<file path="config.mk">
export PLATFORM = sky130hd
export DESIGN_NAME = traffic_light_monitor
export DESIGN_NICKNAME = d
export VERILOG_FILES = /design/src/rtl/traffic_light_monitor.sv
export SDC_FILE = /design/constraint.sdc
export NUM_CORES = 1
export LEC_CHECK = 0
export ABC_AREA = 0
export CAP_MARGIN = 20
export CORE_ASPECT_RATIO = 0.6
export CORE_MARGIN = 1.5
export CORE_UTILIZATION = 40
export DETAILED_ROUTE_END_ITERATION = 10
export GPL_ROUTABILITY_DRIVEN = 0
export PLACE_DENSITY_LB_ADDON = 0.1
export SETUP_SLACK_MARGIN = 0.2
export SYNTH_ARGS = -nofsm -noshare
export SYNTH_HDL_FRONTEND = slang
export SYNTH_SLANG_ARGS = --single-unit
export TNS_END_PERCENT = 20
</file>
<file path="constraint.sdc">
create_clock -name clk -period 3.75 [get_ports clk]
set_input_delay 0.75 -clock clk [delete_from_list [all_inputs] [get_ports clk]]
set_output_delay 0.75 -clock clk [all_outputs]
set_load 0.005 [all_outputs]
</file>
<file path="src/rtl/traffic_light_monitor.sv">
// Receive-side checker for the traffic-light controller outputs.
// Rebuilds the controller phase from the sampled lamps and checks the phase
// order, the dwell lengths, the blink pattern and the red-phase countdown
// digits. The first error is latched with its code until clr_fault or reset.
module traffic_light_monitor #(
  parameter int IDLE_LEN   = 6,
  parameter int RED_LEN    = 10,
  parameter int RY_LEN     = 3,
  parameter int GREEN_LEN  = 10,
  parameter int GBLINK_LEN = 8,
  parameter int YELLOW_LEN = 3
) (
  input  logic       clk,
  input  logic       resetn,
  input  logic       red_light,
  input  logic       yellow_light,
  input  logic       green_light,
  input  logic [6:0] seven_seg,
  input  logic       clr_fault,
  output logic [2:0] phase,
  output logic [3:0] digit,
  output logic       digit_valid,
  output logic       fault,
  output logic [2:0] err_code,
  output logic [7:0] cycle_count
);

  typedef enum logic [2:0] {
    PH_IDLE   = 3'd0,
    PH_RED    = 3'd1,
    PH_RY     = 3'd2,
    PH_GREEN  = 3'd3,
    PH_GBLINK = 3'd4,
    PH_YELLOW = 3'd5,
    PH_FAULT  = 3'd6,
    PH_RESYNC = 3'd7
  } phase_e;

  localparam logic [4:0] L_IDLE   = 5'(IDLE_LEN);
  localparam logic [4:0] L_RED    = 5'(RED_LEN);
  localparam logic [4:0] L_RY     = 5'(RY_LEN);
  localparam logic [4:0] L_GREEN  = 5'(GREEN_LEN);
  localparam logic [4:0] L_GBLINK = 5'(GBLINK_LEN);
  localparam logic [4:0] L_YELLOW = 5'(YELLOW_LEN);

  phase_e     phase_q, phase_d;
  logic [4:0] cnt_q, cnt_d;
  logic [3:0] digit_q, digit_d;
  logic       digit_valid_q, digit_valid_d;
  logic       fault_q, fault_d;
  logic [2:0] err_code_q, err_code_d;
  logic [7:0] cycle_count_q, cycle_count_d;
  logic [2:0] prev_q, prev_d;

  logic [2:0] pat;
  logic       seg_ok;
  logic [3:0] seg_dig;
  logic       stay, leave, blink_bad;
  logic [4:0] len, idx, exp_dig;
  phase_e     nxt;
  logic [6:1] err;
  logic [2:0] code;

  assign pat = {red_light, yellow_light, green_light};

  // Decode the segment bus; anything outside the table is flagged illegal.
  always_comb begin
    seg_ok  = 1'b1;
    seg_dig = 4'd0;
    case (seven_seg)
      7'b0000000: seg_dig = 4'd0;
      7'b0000110: seg_dig = 4'd1;
      7'b1011011: seg_dig = 4'd2;
      7'b1001111: seg_dig = 4'd3;
      7'b1100110: seg_dig = 4'd4;
      7'b1101101: seg_dig = 4'd5;
      7'b1111101: seg_dig = 4'd6;
      7'b0000111: seg_dig = 4'd7;
      7'b1111111: seg_dig = 4'd8;
      7'b1101111: seg_dig = 4'd9;
      default:    seg_ok  = 1'b0;
    endcase
  end

  // Classify the sample as stay / legal exit for the current phase.
  always_comb begin
    stay      = 1'b0;
    leave     = 1'b0;
    blink_bad = 1'b0;
    len       = 5'd0;
    nxt       = phase_q;
    case (phase_q)
      PH_IDLE: begin
        len       = L_IDLE;
        stay      = (pat == 3'b000) || (pat == 3'b010);
        leave     = (pat == 3'b100);
        blink_bad = stay && (pat[1] != cnt_q[0]);
        if (leave) nxt = PH_RED;
      end
      PH_RED: begin
        len   = L_RED;
        stay  = (pat == 3'b100);
        leave = (pat == 3'b110);
        if (leave) nxt = PH_RY;
      end
      PH_RY: begin
        len   = L_RY;
        stay  = (pat == 3'b110);
        leave = (pat == 3'b001);
        if (leave) nxt = PH_GREEN;
      end
      PH_GREEN: begin
        len   = L_GREEN;
        stay  = (pat == 3'b001);
        leave = (pat == 3'b000);
        if (leave) nxt = PH_GBLINK;
      end
      PH_GBLINK: begin
        len       = L_GBLINK;
        stay      = (pat == 3'b000) || (pat == 3'b001);
        leave     = (pat == 3'b010);
        blink_bad = stay && (pat[0] != cnt_q[0]);
        if (leave) nxt = PH_YELLOW;
      end
      PH_YELLOW: begin
        len   = L_YELLOW;
        stay  = (pat == 3'b010);
        leave = (pat == 3'b100);
        if (leave) nxt = PH_RED;
      end
      default: ;
    endcase
  end

  // Gather every rule violation of this sample; lowest code wins.
  always_comb begin
    idx     = stay ? cnt_q + 5'd1 : 5'd1;
    exp_dig = L_RED - idx;
    err[1]  = !(stay || leave);
    err[2]  = leave && (cnt_q != len);
    err[3]  = stay && (cnt_q == len);
    err[4]  = blink_bad;
    err[5]  = !seg_ok;
    err[6]  = seg_ok && ((nxt == PH_RED) ? ({1'b0, seg_dig} != exp_dig)
                                         : (seven_seg != 7'd0));
    code    = 3'd0;
    for (int i = 6; i >= 1; i--)
      if (err[i]) code = 3'(i);
  end

  // Next-state: fault hold/clear, resync hunt, or normal checked tracking.
  always_comb begin
    phase_d       = phase_q;
    cnt_d         = cnt_q;
    fault_d       = fault_q;
    err_code_d    = err_code_q;
    cycle_count_d = cycle_count_q;
    prev_d        = pat;
    digit_d       = seg_ok ? seg_dig : digit_q;
    digit_valid_d = seg_ok;
    if (phase_q == PH_FAULT) begin
      if (clr_fault) begin
        phase_d    = PH_RESYNC;
        fault_d    = 1'b0;
        err_code_d = 3'd0;
      end
    end else if (phase_q == PH_RESYNC) begin
      // Only a fresh rising edge of red re-locks onto the controller.
      if (pat == 3'b100 && prev_q != 3'b100) begin
        phase_d = PH_RED;
        cnt_d   = 5'd1;
      end
    end else if (code != 3'd0) begin
      phase_d = PH_FAULT;
      fault_d = 1'b1;
      if (err_code_q == 3'd0) err_code_d = code;
    end else begin
      phase_d = nxt;
      cnt_d   = idx;
      if (phase_q == PH_YELLOW && leave && cycle_count_q != 8'hFF)
        cycle_count_d = cycle_count_q + 8'd1;
    end
  end

  // State and output registers.
  always_ff @(posedge clk or negedge resetn) begin
    if (!resetn) begin
      phase_q       <= PH_IDLE;
      cnt_q         <= 5'd0;
      digit_q       <= 4'd0;
      digit_valid_q <= 1'b0;
      fault_q       <= 1'b0;
      err_code_q    <= 3'd0;
      cycle_count_q <= 8'd0;
      prev_q        <= 3'b000;
    end else begin
      phase_q       <= phase_d;
      cnt_q         <= cnt_d;
      digit_q       <= digit_d;
      digit_valid_q <= digit_valid_d;
      fault_q       <= fault_d;
      err_code_q    <= err_code_d;
      cycle_count_q <= cycle_count_d;
      prev_q        <= prev_d;
    end
  end

  assign phase       = phase_q;
  assign digit       = digit_q;
  assign digit_valid = digit_valid_q;
  assign fault       = fault_q;
  assign err_code    = err_code_q;
  assign cycle_count = cycle_count_q;

endmodule

</file>
# == Yosys cells after proc, flatten, opt, wreduce, memory -nomap -nowiden ==
# Cells that the tools add are included.
# classes
muxes,37
n_eq_ne,33
reduce_logical,28
add_sub_neg,3
bitwise,3
# op_table
op,count
$mux 3,21
$eq 7x7->1 const B,7
$pmux 4 s9,1
$mux 5,4
$eq 3x3->1 const B,6
$pmux 4 s4,1
$pmux 3 s5,1
$eq 7x3->1 const B,2
$reduce_or 10->1,1
$eq 3x1->1 const B,3
$eq 3x2->1 const B,3
$logic_not 3->1,3
$add 8x1->8 const B,1
$logic_and 1x1->1,8
$ne 8x8->1 const B,1
$reduce_and 4->1,2
$logic_not 7->1,1
$reduce_bool 7->1,1
$mux 1,6
$ne 2x2->1 const B,3
$pmux 1 s6,1
$reduce_and 3->1,2
$reduce_or 2->1,3
$add 5x1->5 const B,1
other kinds (15),21
# word_totals
out_inout_bits,20
regBits,28
word_cells,112
in_bits,13

# == Longest topological paths before layout ==
# logic_depth
word_depth,18
ltp_mapped,11
depth_no_buf,10

# == Worst setup path after synthesis ==
# Ideal clock, no wire load.
# synth_path
path_kind,input -> register
from,input green_light
to,register cnt_q[2]
setup_slack_ns,0.103
setup_time_ns,0.066
arrival_time_ns,3.581
stages,11
t_required_ns,3.684
path_buffers,2
path_cell_list,buf_2 -> or2b_1 -> a2111oi_2 -> nor3_2 -> or3_1 -> mux2_2 -> o31a_1 -> o21ba_1 -> buf_6 -> or4b_1 -> nand2_1
# synth_via
elab_chain_cells,17
word_cells_on_any_way,41
cone_classes,add/sub: 1; eq/ne: 9; mux: 19; reduce/logical: 12
# synth_lines
element,line,source
from (decl),17,"input logic green_light,"
$eq 3x1->1 (tied with other cells),"109, 114, 120",
$logic_or 1x1->1 (on tied branches),"120, 95",
$pmux 1 s6,92,case (phase_q)
$mux 5,137,idx = stay ? cnt_q + 5'd1 : 5'd1;
$sub 4x5->5,138,exp_dig = L_RED - idx;
$ne 4x5->1,144,"err[6] = seg_ok && ((nxt == PH_RED) ? ({1'b0, seg_dig} != exp_dig)"
$mux 1,144,
$logic_and 1x1->1,144,
$mux 3 (6 in series),148,if (err[i]) code = 3'(i);
$reduce_bool 3->1,173,end else if (code != 3'd0) begin
$ne 2x2->1 (no line),-,
$reduce_and 3->1 (no line),-,
to (signal assigned),198,cnt_q <= cnt_d;
to (decl),47,"logic [4:0] cnt_q, cnt_d;"
# Several ways; a longest one is shown, not always the timed one. The select of a mux whose other input is x is not followed.
# A chain may end at the register's enable or synchronous reset.

# == Final worst setup path ==
# layout_path
from,input seven_seg[6]
to,register cnt_q[2]
# layout_via
elab_chain_cells,14
word_cells_on_any_way,26
cone_classes,eq/ne: 11; mux: 9; reduce/logical: 6
# layout_lines
element,line,source
from (decl),18,"input logic [6:0] seven_seg,"
$eq 7x7->1 or $eq 7x3->1 (tied branches),70,case (seven_seg)
$pmux 4 s9,70,
$ne 4x5->1,144,
$mux 1,144,
$logic_and 1x1->1,144,
$mux 3,148,
$mux 3 (*) (5 in series),148,
$reduce_bool 3->1 (*),173,
$ne 2x2->1 (no line) (*),-,
$reduce_and 3->1 (no line) (*),-,
# Every way passes the cells marked *; elsewhere a longest branch is shown, timed or not.

==> summary.md <==
| Metric | Value |
|---|---|
| Outcome | finished, final reports clean |
| HPWL after detailed placement | between 4 and 5 mm |
| Clk slew on worst S/H paths | 0.11 ns |
| Post-layout nets | around 300 |
| Top cells by area, synth | dfrtp_1, xnor2_1, nand2_1 |
| Top cell type's share of synthesized area | 0.3457 |
| Crit share post-route | 0.9173 |
| Placed Area | 2560 µm² |
| Slew @ Worst Pin | 0.4186 ns |
| Port Buffers | 32 |
| HP Class | flop to flop |
| CTS hold repair buffers | 0 |
| Final Hold Fails | 0 |
| Fraction of registers with async set/reset | 1.000 |
| Yosys top cell by area | dfrtp_1 |
| Worst EP required | approximately 4.0 ns |
| First-pass GRT wire length | a little over 9 mm |
| Max Clk Rate | 290.7 MHz |
| Vias | 1977 |
| Mean Syn Cell Area | approximately 8.7 µm² |
| Final std cells w/o fill | ~340 |
| Critical Path AT | 3.67 ns |
| 1st-iter DRT viols | 117 |
| CTS tree | done |
| Die Wd | between 90 and 100 µm |
| Initial Utilization | 0.4285 |
| Post-synthesis sequential area ratio | 0.3457 |
| Vias/cell | 5.747 |
| Max H-tree Level | 1 |
| CTS max path bufs | 2 |
| WHS | 0.4836 ns |
| GRT Total Usage | 0.2114 |
| # IOs | 33 |
| EDFF count, synth | 0 |
| Post-Route WL | 5.334 mm |
| Tmin final | 3.440 ns |
| CTS Buf Count | 3 |
| Count leader, synth | dfrtp_1 |
| Grt ovf | 0 |
| Fraction of layout cells with a size suffix above 1 | 0.1673 |
| R2R cell count | 9 |
| Fin Setup TNS | 0 ns |
| Fin Clk Skew | roughly 0.012 ns |
| Wirelength per Cell | ~16 µm |
| Top_reg_cell synth | dfrtp_1 |
| Area Growth Syn to Fin | 31.23% |
| Crit Path Class | primary input to flop |
| Yosys cell types | 57 |
| Tot Pwr | around 1.1 mW |
| Crit-path max FO | 5 |
| Leak pwr | 1.135 nW |
| Die ar. | 5517 µm² |
| PwrDens | 412.4 nW/µm² |
| Placed cell count | about 340 |
| Slew headroom | 0.7137 |
| Placement Setup Slack | -0.2831 ns |
| CP endpoint kind | flop |
| CTS Root Cell | clkbuf_8 |
| Die Y | roughly 58 µm |
| Total iterations of the first detailed-routing run | 5 |
| Fin. max-slew vios | 0 |
| Warnings from Yosys | 0 |
| Final WS setup | between 0.3 and 0.4 ns |
| Maxcap violations | 0 |
| Rows | 19 |
| Yosys reg bits | 28 |
| Clock net sink count | 28 |
| Final setup fails | 0 |
| Cell area after layout | approximately 2700 µm² |
| Largest net degree at the start of global routing | 29 |
| Startpoint class of the critical path | primary input |
| Final core utilization | 0.5623 |
| Post-synth net total | 248 |
| Clk Latency, worst-skew pair | a little under 0.3 ns |
| Vias in the first global route | about 1800 |
| Post-route DRC | 0 |
| Hold depth | 1 |
| Initial antenna violation count | 0 |
| RSZ-0062 raised after global routing | false |
| Post-DRT Antenna Nets | 0 |
| Synth Instances | approximately 230 |
| List of most frequent post-synthesis cells | dfrtp_1, nand2_1, nor2_1, o21ai_0, a21oi_1 |
| Antenna diodes | 0 |
| Worst vdd ir | 217.9 µV |
| Core Box Area | 4731 µm² |
| Synthesized area | 2027 µm² |
## critical path: stages
cell	delay (ns)
clkdlybuf4s50_1	0.47
or3_1	0.41
o22ai_1	0.12
a31o_2	0.23
xor2_1	0.20
mux2_4	0.33
o31a_1	0.37
o21ba_4	0.24
or4b_1	0.46
nand2_1	0.08
## layer usage
| layer | GRT usage | part of all wire |
|---|---|---|
| met1 | 0.3426 | 0.52 |
| met5 | 0 | 0 |
| met4 | 0.02772 | 0.0036 |
| met2 | 0.2918 | 0.40 |
| met3 | 0.03937 | 0.068 |
## report_power, final
group	total, mW	internal [mW]	switching (mW)	leakage, nW
Combinational	0.439	0.222	0.218	0.745
Sequential	0.409	0.346	0.0631	0.354
Clock	0.248	0.143	0.105	0.0357
Total	1.10	0.711	0.386	1.14
## worst paths after layout
check                                  start             end  slack [ns]
worst min register to register      digit[1]        digit[1]        0.48
min in group asynchronous             resetn  cycle_count[1]        0.84
worst min-delay path                digit[1]        digit[1]        0.48
max in group asynchronous             resetn        phase[0]        2.63
worst max-delay path            seven_seg[6]        cnt_q[2]        0.31
worst max register to register      phase[0]        cnt_q[2]        0.45
## kinds of logic (layout without fill, tap and decap cells)
kind of cell | count (synthesis) | in the layout | share of synthesized area
compound gates | 66 | 66 | 0.2408
xor+xnor | 16 | 16 | 0.06914
fa+ha+maj | 2 | 2 | 0.01234
buf+inv | 19 | 67 | 0.04012
flops | 28 | 28 | 0.3457
mux | 6 | 6 | 0.03148
simple gates | 96 | 96 | 0.2605
## cell usage in the layout (no fill, tap or decap), types with 3 or more instances in the layout
cell type        count
xnor2_1              9
nor3_1               5
o32ai_1              3
nand2_1             20
a31oi_1              3
o21ai_0             14
nor2_1              16
a221o_1              3
buf_4               25
a21o_1               3
inv_1                6
nand3_1             10
or3_1                4
nand4_1              6
clkbuf_8             3
o31ai_1              9
clkdlybuf4s50_1     29
mux2i_1              3
a2111oi_4            3
and3_1               4
dfrtp_1             28
a21oi_1             11
nand2b_1             6
xor2_1               7
nor2b_1              6
## what timing repair did
action,4_1_cts,5_1_grt
endpoints found under the setup margin,16,12
gates resized for setup,4,8
buffers inserted,0,1
pin swaps,4,5
hold endpoints to repair,0,0
## state kept, by name (all words and copies together) (netlist names)
| register | cells |
|---|---|
| digit | 4 |
| cnt_q | 5 |
| phase | 3 |
| prev_q | 3 |
| digit_valid | 1 |
| cycle_count | 8 |
| err_code | 3 |
| fault | 1 |
## layout make-up
| cell class | count | area, µm² |
|---|---|---|
| fillers | 442 | 2071 |
| well taps | 63 | 78.83 |
| clock inverters | 1 | 30.03 |
| multi-input cells | 186 | 1286 |
| clock buffers | 3 | 41.29 |
| flip-flops and latches | 28 | 700.7 |
| inverters | 6 | 22.52 |
| repair buffers | 57 | 500.5 |
(Power assumes the default switching activity.)
